`config.mk`:
```
export PLATFORM = sky130hd
export DESIGN_NAME = ctrl_spi_slave
export DESIGN_NICKNAME = d
export VERILOG_FILES = /design/src/rtl/ctrl_spi_slave_pkg.sv /design/src/rtl/ctrl_spi_slave_sync_edge.sv /design/src/rtl/ctrl_spi_slave.sv
export SDC_FILE = /design/constraint.sdc
export NUM_CORES = 1
export LEC_CHECK = 0
export CORE_MARGIN = 2
export CORE_UTILIZATION = 30
export CTS_CLUSTER_DIAMETER = 40
export DETAILED_ROUTE_END_ITERATION = 8
export REMOVE_ABC_BUFFERS = 1
export SYNTH_ARGS = -nofsm -noshare
export SYNTH_HDL_FRONTEND = slang
export SYNTH_HIERARCHICAL = 1
export SYNTH_SLANG_ARGS = --single-unit
```
`constraint.sdc`:
```
create_clock -name clk -period 2.1 [get_ports clk]
set_input_delay 0.21 -clock clk [delete_from_list [all_inputs] [get_ports clk]]
set_output_delay 0.21 -clock clk [all_outputs]
set_load 0.02 [all_outputs]
```
`src/rtl/ctrl_spi_slave_pkg.sv`:
```
// -----------------------------------------------------------------------------
// ctrl_spi_slave_pkg
// Shared definitions for the ctrl SPI slave: default idle byte, default
// synchronizer depth, the frame state encoding and the ctrl register address
// map used by software-facing wrappers around the slave.
// -----------------------------------------------------------------------------
package ctrl_spi_slave_pkg;

   localparam logic [7:0] IDLE_BYTE_DEF   = 8'hff;
   localparam int         SYNC_STAGES_DEF = 2;

   typedef enum logic {
      ST_IDLE   = 1'b0,
      ST_ACTIVE = 1'b1
   } spi_state_t;

   // ctrl register address map
   localparam logic [3:0] CTRL_ADDR_STAT = 4'h0;
   localparam logic [3:0] CTRL_ADDR_TX   = 4'h1;
   localparam logic [3:0] CTRL_ADDR_RX   = 4'h2;
   localparam logic [3:0] CTRL_ADDR_CLR  = 4'h3;

endpackage

```
`src/rtl/ctrl_spi_slave_sync_edge.sv`:
```
// -----------------------------------------------------------------------------
// ctrl_sync_edge
// N-stage synchronizer for one asynchronous input, followed by an edge
// detector that compares the synchronized value against its registered
// previous value. rise/fall are registered 1-cycle pulses.
//
// Ports
//   clk    system clock
//   rst_n  asynchronous active-low reset
//   din    asynchronous input
//   rise   1-cycle pulse on a synchronized 0->1 transition
//   fall   1-cycle pulse on a synchronized 1->0 transition
// -----------------------------------------------------------------------------
module ctrl_sync_edge #(
   parameter int   STAGES  = 2,
   parameter logic RST_VAL = 1'b1
) (
   input  logic clk,
   input  logic rst_n,
   input  logic din,
   output logic rise,
   output logic fall
);

   logic [STAGES-1:0] sync_p0;
   logic              prev_p1;

   // Reset value matches the input's idle level so release cannot fake an edge
   always_ff @(posedge clk or negedge rst_n) begin
      if (!rst_n) begin
         sync_p0 <= {STAGES{RST_VAL}};
         prev_p1 <= RST_VAL;
         rise    <= 1'b0;
         fall    <= 1'b0;
      end else begin
         sync_p0 <= {sync_p0[STAGES-2:0], din};
         // stage p1: edge detect against previous synchronized value
         prev_p1 <= sync_p0[STAGES-1];
         rise    <= sync_p0[STAGES-1] & ~prev_p1;
         fall    <= ~sync_p0[STAGES-1] & prev_p1;
      end
   end

endmodule

```
`src/rtl/ctrl_spi_slave.sv`:
```
// -----------------------------------------------------------------------------
// ctrl_spi_slave
// SPI mode-3 slave clocked entirely from the system clock. The SPI pins are
// oversampled through synchronizers; a single TX holding register feeds the
// out-shifter and the last received byte is presented with sticky flags.
//
// Ports
//   clk, rst_n          system clock, asynchronous active-low reset
//   spi_cs_n/clk/di     SPI pins from the master (asynchronous)
//   spi_do, spi_do_oe   MISO data and output enable
//   tx_dat/vld, tx_rdy  TX holding register write handshake
//   rx_dat, rx_vld      last received byte, sticky unread flag
//   rx_ack              clears rx_vld
//   rx_ovr, tx_urun     sticky overrun/underrun flags, cleared by stat_clr
//   sel, frm_end        frame active, 1-cycle end-of-frame pulse
// -----------------------------------------------------------------------------
module ctrl_spi_slave
   import ctrl_spi_slave_pkg::*;
#(
   parameter int         SYNC_STAGES = SYNC_STAGES_DEF,
   parameter logic [7:0] IDLE_BYTE   = IDLE_BYTE_DEF
) (
   input  logic       clk,
   input  logic       rst_n,
   input  logic       spi_cs_n,
   input  logic       spi_clk,
   input  logic       spi_di,
   output logic       spi_do,
   output logic       spi_do_oe,
   input  logic [7:0] tx_dat,
   input  logic       tx_vld,
   output logic       tx_rdy,
   output logic [7:0] rx_dat,
   output logic       rx_vld,
   input  logic       rx_ack,
   output logic       rx_ovr,
   output logic       tx_urun,
   input  logic       stat_clr,
   output logic       sel,
   output logic       frm_end
);

   logic                   cs_rise, cs_fall;
   logic                   sck_rise, sck_fall;
   logic [SYNC_STAGES-1:0] di_sync;

   spi_state_t state;
   logic [2:0] bit_cnt;
   logic [7:0] osh;
   logic [6:0] ish;
   logic [7:0] hold_dat;
   logic       hold_full;
   logic       wr;
   logic       load;
   logic       sdi;

   ctrl_sync_edge #(.STAGES(SYNC_STAGES), .RST_VAL(1'b1)) u_sync_cs (
      .clk  (clk),
      .rst_n(rst_n),
      .din  (spi_cs_n),
      .rise (cs_rise),
      .fall (cs_fall)
   );

   ctrl_sync_edge #(.STAGES(SYNC_STAGES), .RST_VAL(1'b1)) u_sync_sck (
      .clk  (clk),
      .rst_n(rst_n),
      .din  (spi_clk),
      .rise (sck_rise),
      .fall (sck_fall)
   );

   // MOSI needs no edge detection, only the synchronizer chain
   always_ff @(posedge clk or negedge rst_n) begin
      if (!rst_n) begin
         di_sync <= {SYNC_STAGES{1'b1}};
      end else begin
         di_sync <= {di_sync[SYNC_STAGES-2:0], spi_di};
      end
   end

   assign sdi = di_sync[SYNC_STAGES-1];
   assign wr  = tx_vld & ~hold_full;
   // Out-shifter reloads at frame start and at the rise completing each byte;
   // a CS rise in the same cycle ends the frame instead.
   assign load = ((state == ST_IDLE) && cs_fall) ||
                 ((state == ST_ACTIVE) && !cs_rise && sck_rise && (bit_cnt == 3'd7));

   always_ff @(posedge clk or negedge rst_n) begin
      if (!rst_n) begin
         state     <= ST_IDLE;
         bit_cnt   <= 3'd0;
         osh       <= 8'hff;
         ish       <= 7'd0;
         hold_dat  <= 8'd0;
         hold_full <= 1'b0;
         rx_dat    <= 8'd0;
         rx_vld    <= 1'b0;
         rx_ovr    <= 1'b0;
         tx_urun   <= 1'b0;
         spi_do_oe <= 1'b0;
         frm_end   <= 1'b0;
      end else begin
         frm_end <= 1'b0;

         // Clears first so that a same-cycle set below overrides them
         if (stat_clr) begin
            rx_ovr  <= 1'b0;
            tx_urun <= 1'b0;
         end
         if (rx_ack) begin
            rx_vld <= 1'b0;
         end

         if (wr) begin
            hold_full <= 1'b1;
            hold_dat  <= tx_dat;
         end

         case (state)
            ST_IDLE: begin
               if (cs_fall) begin
                  state     <= ST_ACTIVE;
                  bit_cnt   <= 3'd0;
                  spi_do_oe <= 1'b1;
               end
            end
            ST_ACTIVE: begin
               if (cs_rise) begin
                  state     <= ST_IDLE;
                  bit_cnt   <= 3'd0;
                  spi_do_oe <= 1'b0;
                  frm_end   <= 1'b1;
               end else if (sck_rise) begin
                  ish     <= {ish[5:0], sdi};
                  bit_cnt <= bit_cnt + 3'd1;
                  if (bit_cnt == 3'd7) begin
                     rx_dat <= {ish, sdi};
                     rx_vld <= 1'b1;
                     if (rx_vld) begin
                        rx_ovr <= 1'b1;
                     end
                  end
               end else if (sck_fall && (bit_cnt != 3'd0)) begin
                  // First fall of a byte keeps the freshly loaded MSB on the pin
                  osh <= {osh[6:0], 1'b1};
               end
            end
         endcase

         // A write never coincides with a full-register load, since wr needs it empty
         if (load) begin
            if (hold_full) begin
               osh       <= hold_dat;
               hold_full <= 1'b0;
            end else begin
               osh     <= IDLE_BYTE;
               tx_urun <= 1'b1;
            end
         end
      end
   end

   assign spi_do = osh[7];
   assign tx_rdy = ~hold_full;
   assign sel    = (state == ST_ACTIVE);

endmodule

```
==> flow_summary.yaml, run 1 <==
run_status:
  outcome: "finished, final reports clean"
layout:
  final_cell_mix: "dfrtp_1, clkdlybuf4s50_1, nand2_1, dfstp_2, mux2_2"
  synthToLayoutAreaGrowth_pct: 23.1
  finalInstanceArea_um2: 2720
  final_common_cell: "dfrtp_1"
  instances_no_fill: 310
  final_layout_size_suffix_gt1_share_pct: 25.6
  num-nets-final: 229
  antennaDiodeCount: 0
  finish.utilization_pct: 37.9
placed_design:
  place_inst: 301
  place_congestion: 0.732
  hpwl_um: 2750
  dpl-instance-area_um2: 2600
  io_buffers: 31
critical_path:
  path_max_fanout: 16
  path_buf_inv: 0
  path_delay_family: "simple AND/OR/NAND/NOR gates"
  cp_slowest_cell: "and4b_1"
  startpoint: "bit_cnt[0]"
  critPathMaxStageDelay_ns: 0.58
  path_cells: "ha_1 -> ha_1 -> and4b_1 -> nor2_1 -> a21o_1"
  r2r-start: "bit_cnt[0]"
  critical_path.most_common_cell: "ha_1"
  crit_type: "register to register"
  critPathArrivalTime_ns: 1.96
  crit_required_ns: 2.29
  worst_setup_path_start_kind: "register"
  endpoint_kind: "register"
logic_synthesis:
  ys_ff_latch: 53
  synth_top_family_by_area: "simple AND/OR/NAND/NOR gates"
  synth_xor_area_share_pct: 0.396
  ys_types: 30
  synthMuxAreaShare_pct: 8.55
  synth_warnings: 6
  synthCells: 177
  synth_compound_area_share_pct: 9.51
  yosysSeqAreaShare_pct: 60.9
  synth_fa_ha_area_share_pct: 1.70
  syn_avg_cell_area_um2: 12.5
  syn_area_um2: 2210
  synth-simple-area-share_pct: 13.5
cts:
  cts.sinks: 53
  clk_transition_reported_paths_ns: 0.09
  clock_latency_ns: 0.30
  cts_tree: "yes"
  root_buffer: "clkbuf_8"
  ctsResizeCount: 0
  clockBufferDepth: 2
  cts-htree-levels: 2
  cts_made_buffers: 5
sta:
  hold_violations: 0
  max_slew_margin_pct: 58.6
  min_period_ns: 1.77
  setup_violations: 0
  rsz0062_at_grt: "no"
  setup_tns_ns: 0
  maxSlewViolCount: 0
  fin_skew_ns: 0.00710
  fin_crit_sh_pct: 84.1
  clock.fmax_mhz: 566
  tightest_slew_ns: 0.622
global_routing:
  grt_usage_pct: 10.6
  antenna_found_initial: 0
  grt_pass1_wl_um: 6880
  overflow: 0
  grt_pass1_vias: 1391
  grt_start_max_net_pins: 29
die:
  core_area_um2: 7180
  ios: 32
  row_count: 31
  die_x_um: 89.8
  start_util_pct: 30.8
  fp.dieH_um: 89.8
  die-area_um2: 8070
power_and_ir_drop:
  vdd_ir_drop_max_uv: 360
  switching_share_pct: 27.5
  p_leak_nw: 1.18
  internal_power_mw: 2.03
  power_frac_seq_pct: 53.5
  p_switching_mw: 0.772
  pwr-share-clk_pct: 24.2
  finalPower_mw: 2.80
  power_density_nw_per_um2: 1030
  combPwrFrac_pct: 22.3
flow_run:
  maxCapViolations: 0
route:
  detail-route-antenna-nets: 0
  viasPerCell: 4.42
  via_count: 1370
  wl_um: 3960
  wire_per_inst_um: 12.8
  drtIter0Drc: 50
  drc: 0
  first_pass_iters: 4
min_path:
  hp-class: "input pin to register"
  worstHoldStart: "spi_di"
## sequential cells by signal, summed over array words and instances, names as in the netlist, 2 cells and up
name                cells
bit_cnt                 3
hold_dat                8
rx_dat                  8
u_sync_sck/sync_p0      2
osh                     8
ish                     7
di_sync                 2
u_sync_cs/sync_p0       2
## layer usage
layer / GRT usage [%] / routed length [µm] / vias up
li1: - / - / 668
met1: 14.6 / 1980 / 675
met2: 16.3 / 1810 / 22
met3: 3.27 / 135 / 5
met4: 2.95 / 39 / 0
met5: 0 / 0 / -
## through the flow
| stage | setup WS, ns | hold WS [ns] |
|---|---|---|
| 2_1_floorplan | 0.418 | -0.0856 |
| 3_3_place_gp | 0.346 | 0.260 |
| 3_5_place_dp | 0.319 | 0.271 |
| 4_1_cts | 0.292 | 0.292 |
| 5_1_grt | 0.139 | 0.286 |
| 6_report | 0.333 | 0.299 |
## final cells by class
class	instances	area [µm²]
multi-input cells	103	743
flip-flops and latches	53	1350
clock buffers	6	72.6
inverters	11	41.3
well taps	99	124
fillers	706	4460
clock inverters	2	35.0
repair buffers	36	358
## power groups by stage
stage	clock network, mW	logic, mW	registers, mW
finish	0.679	0.624	1.50
global route	0.755	0.693	1.54
CTS	0.702	0.639	1.50
detailed placement	0	0.639	1.51
global placement	0	0.617	1.52
floorplan	0	0.412	1.50
## cell usage after synthesis
library cell,instances,share of area [%]
o21ai_0,4,0.91
nor2b_1,4,1.1
clkbuf_1,2,0.34
nand3_1,10,2.3
nand2_1,29,4.9
dfstp_2,16,19
mux2_2,15,7.6
buf_6,5,2.5
o211ai_2,3,1.7
inv_1,10,1.7
nor4bb_4,1,1.1
a21o_1,1,0.34
mux2i_1,2,0.91
dfrtp_1,37,42
ha_1,3,1.7
a211oi_1,1,0.34
o311ai_2,4,2.9
and2_1,1,0.28
and2b_2,2,0.79
and4b_1,1,0.45
nor2_1,3,0.51
clkinv_1,1,0.17
o22ai_1,10,2.8
nand2b_1,3,0.85
nand4b_1,1,0.40
and2_4,1,0.40
a21oi_1,2,0.45
xnor2_1,1,0.40
buf_2,3,0.68
nand3b_1,1,0.34
## cells by family after synthesis
logic type	after synthesis
simple gates	57
flops	53
buf+inv	21
xor+xnor	1
mux	17
fa+ha+maj	3
compound gates	25
## what timing repair did
action,in CTS,in global routing
setup buffers,0,0
hold buffers,1,0
endpoints found under the hold margin,19,0
## final timing paths
| path | endpoint | slack [ns] | cells past startpoint |
|---|---|---|---|
| setup / recovery | hold_full | 0.33 | 5 |
| hold / removal | di_sync[0] | 0.30 | 1 |
| setup reg to reg | hold_full | 0.33 | 5 |
| hold reg to reg | di_sync[1] | 0.36 | 0 |
| max in group asynchronous | osh[5] | 1.00 | 3 |
| min in group asynchronous | frm_end | 0.46 | 2 |
(Power assumes the default switching activity.)
==> run 2, diff against run 1 <==
clock period = 1.7 ns   (was 2.1 ns; I/O delays follow)
==> flow_summary.yaml, run 2 (synthesized netlist as in run 1, its figures left out) <==
die:
  die-area_um2: 8070
  start_util_pct: 30.8
  core_area_um2: 7180
  fp.dieH_um: 89.8
  die_x_um: 89.8
  row_count: 31
  ios: 32
sta:
  fin_ws_ns: 0.0836
  rsz0062_at_grt: "no"
  max_slew_margin_pct: 74.6
  tightest_slew_ns: 0.382
  hold_violations: 0
  clock.fmax_mhz: 619
  maxSlewViolCount: 0
  setup_tns_ns: 0
  min_period_ns: 1.62
  fin_crit_sh_pct: 95.1
  setup_violations: 0
  fin_skew_ns: 0.00775
power_and_ir_drop:
  vdd_ir_drop_max_uv: 608
  p_leak_nw: 1.20
  finalPower_mw: 3.51
  power_density_nw_per_um2: 1270
placed_design:
  pre_cts_slack_ns: 0.138
  io_buffers: 31
  place_congestion: 0.771
  hpwl_um: 2680
flow_run:
  maxCapViolations: 0
cts:
  cts-htree-levels: 2
  root_buffer: "clkbuf_8"
  clk_transition_reported_paths_ns: 0.10
  cts_tree: "yes"
  clockBufferDepth: 2
  clock_latency_ns: 0.31
  cts_made_buffers: 5
  cts.sinks: 53
route:
  drtIter0Drc: 62
  viasPerCell: 4.39
  drc: 0
  wire_per_inst_um: 12.4
  detail-route-antenna-nets: 0
  wl_um: 3880
  via_count: 1380
  first_pass_iters: 5
layout:
  final_cell_mix: "dfrtp_1, clkdlybuf4s50_1, nand2_1, dfstp_2, mux2_2"
  final_common_cell: "dfrtp_1"
  fill_cells: 695
  final_layout_size_suffix_gt1_share_pct: 27.9
  synthToLayoutAreaGrowth_pct: 24.8
  num-nets-final: 233
  reg.largest.list: "hold_dat (8), osh (8), rx_dat (8)"
  antennaDiodeCount: 0
critical_path:
  crit_type: "register to primary output"
  path_max_fanout: 2
  critPathArrivalTime_ns: 1.45
  cp_slowest_cell: "clkdlybuf4s50_1"
  crit_required_ns: 1.53
  critPathMaxStageDelay_ns: 0.59
  path_delay_family: "buffers and inverters"
  path_buf_inv: 1
  worst_setup_path_start_kind: "register"
  endpoint_kind: "primary output"
  path_cells: "clkdlybuf4s50_1"
global_routing:
  grt_usage_pct: 10.7
  grt_pass1_wl_um: 6950
  antenna_found_initial: 0
  grt_start_max_net_pins: 39
  grt_pass1_vias: 1424
  overflow: 0
run_status:
  outcome: "finished, final reports clean"
min_path:
  hp-class: "input pin to register"
==> run 2: cell types whose count changed in the layout (fill, tap and decap cells not counted), sizes merged <==
cell and delta:
buf +4, clkinv -1, inv +1
==> run 2: path summary, 6_finish.rpt <==
kind                       depth (start not counted)  slack (ns)           to        from
max in group asynchronous                          3        0.80       osh[5]       rst_n
min in group asynchronous                          2        0.31  hold_dat[4]       rst_n
min                                                1        0.25   di_sync[0]      spi_di
max reg2reg                                        6        0.13    rx_dat[5]  bit_cnt[0]
min reg2reg                                        0        0.36   di_sync[1]  di_sync[0]
max                                                1        0.08       spi_do      osh[7]
==> run 2: stage by stage <==
| stage | area [µm²] | utilization [%] | hold WS, ns | instances |
|---|---|---|---|---|
| 2_1_floorplan | 2130 | - | -0.126 | 167 |
| 3_3_place_gp | 2630 | 36.7 | 0.121 | 305 |
| 3_5_place_dp | 2630 | 36.7 | 0.118 | 305 |
| 4_1_cts | 2760 | 38.4 | 0.241 | 314 |
| 5_1_grt | 2760 | 38.4 | 0.246 | 314 |
| 6_report | 2760 | 38.4 | 0.254 | 314 |
==> run 2: report_power, final <==
part	internal (mW)	total (mW)	switching, mW
logic	0.445	0.791	0.346
clock network	0.445	0.862	0.417
registers	1.65	1.86	0.209
==> run 2: final cells by class <==
type                       count  area (µm²)  share of cell area (%)
tap                           99         124                    4.49
inverter                      11        41.3                    1.50
sequential                    53        1350                    48.9
clock inverter                 2        38.8                    1.41
multi-input combinational    103         746                    27.0
timing repair buffer          40         388                    14.1
clock buffer                   6        72.6                    2.63
==> run 2: what timing repair did <==
action / 4_1_cts / 5_1_grt
setup buffers: 0 / 0
endpoints found under the setup margin: 1 / 1
resized for setup: 1 / 1
endpoints found under the hold margin: 10 / 0
gates cloned: 0 / 0
hold buffers: 1 / 0
==> run 2: per-layer routing <==
metal / up-vias / GRT usage [%] / wire length (µm)
met4: 0 / 5.00 / 70
li1: 674 / - / -
met1: 673 / 14.5 / 1890
met2: 26 / 15.8 / 1740
met5: - / 0 / 0
met3: 7 / 3.02 / 176
==> run 3, diff against run 2 <==
PLACE_DENSITY_LB_ADDON = 0.08   (was unset)
==> flow_summary.yaml, run 3 (synthesized netlist as in run 1, its figures left out) <==
layout:
  final_layout_size_suffix_gt1_share_pct: 27.4
  finish.utilization_pct: 38.4
  final_common_cell: "dfrtp_1"
  synthToLayoutAreaGrowth_pct: 24.7
  final_cell_mix: "dfrtp_1, clkdlybuf4s50_1, nand2_1, dfstp_2, mux2_2"
  num-nets-final: 233
  instances_no_fill: 314
  antennaDiodeCount: 0
  fill_cells: 707
  reg.largest.list: "hold_dat (8), osh (8), rx_dat (8)"
route:
  viasPerCell: 4.48
  detail-route-antenna-nets: 0
  first_pass_iters: 4
  wl_um: 4140
  drtIter0Drc: 69
  drc: 0
  via_count: 1407
  wire_per_inst_um: 13.2
critical_path:
  path_cells: "clkdlybuf4s50_1"
  worst_setup_path_start_kind: "register"
  endpoint_kind: "primary output"
  critPathMaxStageDelay_ns: 0.60
  crit_type: "register to primary output"
  r2r_slack_ns: 0.11
  startpoint: "osh[7]"
  cp_slowest_cell: "clkdlybuf4s50_1"
  path_delay_family: "buffers and inverters"
  path_buf_inv: 1
  crit_required_ns: 1.53
  r2r-start: "bit_cnt[0]"
  path_max_fanout: 2
  critPathArrivalTime_ns: 1.44
cts:
  cts-htree-levels: 2
  clock_latency_ns: 0.30
  cts.sinks: 53
  root_buffer: "clkbuf_8"
  post_cts_buffers: 0
  cts_tree: "yes"
  cts_made_buffers: 5
  clockBufferDepth: 2
  clk_transition_reported_paths_ns: 0.09
placed_design:
  place_inst: 305
  hpwl_um: 2960
  io_buffers: 31
  place_congestion: 0.714
sta:
  maxSlewViolCount: 0
  whs_ns: 0.266
  setup_tns_ns: 0
  hold_violations: 0
  clock.fmax_mhz: 621
  fin_skew_ns: 0.0104
  tightest_slew_ns: 0.363
  min_period_ns: 1.61
  fin_crit_sh_pct: 94.8
  rsz0062_at_grt: "no"
  max_slew_margin_pct: 75.8
  setup_violations: 0
global_routing:
  antenna_found_initial: 0
  grt_usage_pct: 11.5
  grt_pass1_wl_um: 7360
  grt_pass1_vias: 1549
  grt_start_max_net_pins: 54
  overflow: 0
power_and_ir_drop:
  p_leak_nw: 1.20
  vdd_ir_drop_max_uv: 508
  finalPower_mw: 3.50
  power_density_nw_per_um2: 1270
die:
  ios: 32
  die-area_um2: 8070
  row_count: 31
  fp.dieH_um: 89.8
  die_x_um: 89.8
  core_area_um2: 7180
  start_util_pct: 30.8
flow_run:
  maxCapViolations: 0
min_path:
  hp-class: "input pin to register"
  worstHoldStart: "spi_cs_n"
run_status:
  outcome: "finished, final reports clean"
[run 3: routing by layer]
| metal | share of wire [%] | vias to the layer above | track usage (%) |
|---|---|---|---|
| met5 | 0 | - | 0 |
| met4 | 1.3 | 0 | 4.62 |
| met3 | 3.8 | 4 | 3.19 |
| met2 | 52 | 22 | 20.1 |
| met1 | 42 | 708 | 13.2 |
| li1 | - | 673 | - |
[run 3: layout make-up]
cell class                      count  area (µm²)  share of cell area, %
Tap cell                           99         124                   4.50
Sequential cell                    53        1350                   48.9
Timing Repair Buffer               40         388                   14.1
Inverter                           11        41.3                   1.50
Clock buffer                        6        72.6                   2.63
Clock inverter                      2        38.8                   1.41
Multi-Input combinational cell    103         743                   27.0
[run 3: through the flow]
| step | setup WS (ns) | area (µm²) |
|---|---|---|
| 2_1_floorplan | 0.0182 | 2130 |
| 3_3_place_gp | 0.133 | 2630 |
| 3_5_place_dp | 0.0809 | 2630 |
| 4_1_cts | 0.0650 | 2760 |
| 5_1_grt | 0.0110 | 2760 |
| 6_report | 0.0888 | 2760 |
[run 3: final timing paths]
kind / to / depth (start not counted)
setup / recovery: spi_do / 1
hold / removal: u_sync_cs/sync_p0[0] / 1
setup reg to reg: osh[2] / 5
hold reg to reg: di_sync[1] / 0
max in group asynchronous: osh[4] / 3
min in group asynchronous: rx_dat[0] / 3
[run 3: repair_timing]
item / 4_1_cts / 5_1_grt
endpoints found under the hold margin: 37 / 0
setup endpoints to repair: 1 / 0
resized for setup: 1 / 0
hold buffers: 1 / 0
[run 3: power by group]
part	total (mW)	switching [mW]	internal, mW
combinational	0.788	0.343	0.445
sequential	1.87	0.219	1.65
clock	0.848	0.403	0.445
total	3.50	0.965	2.54
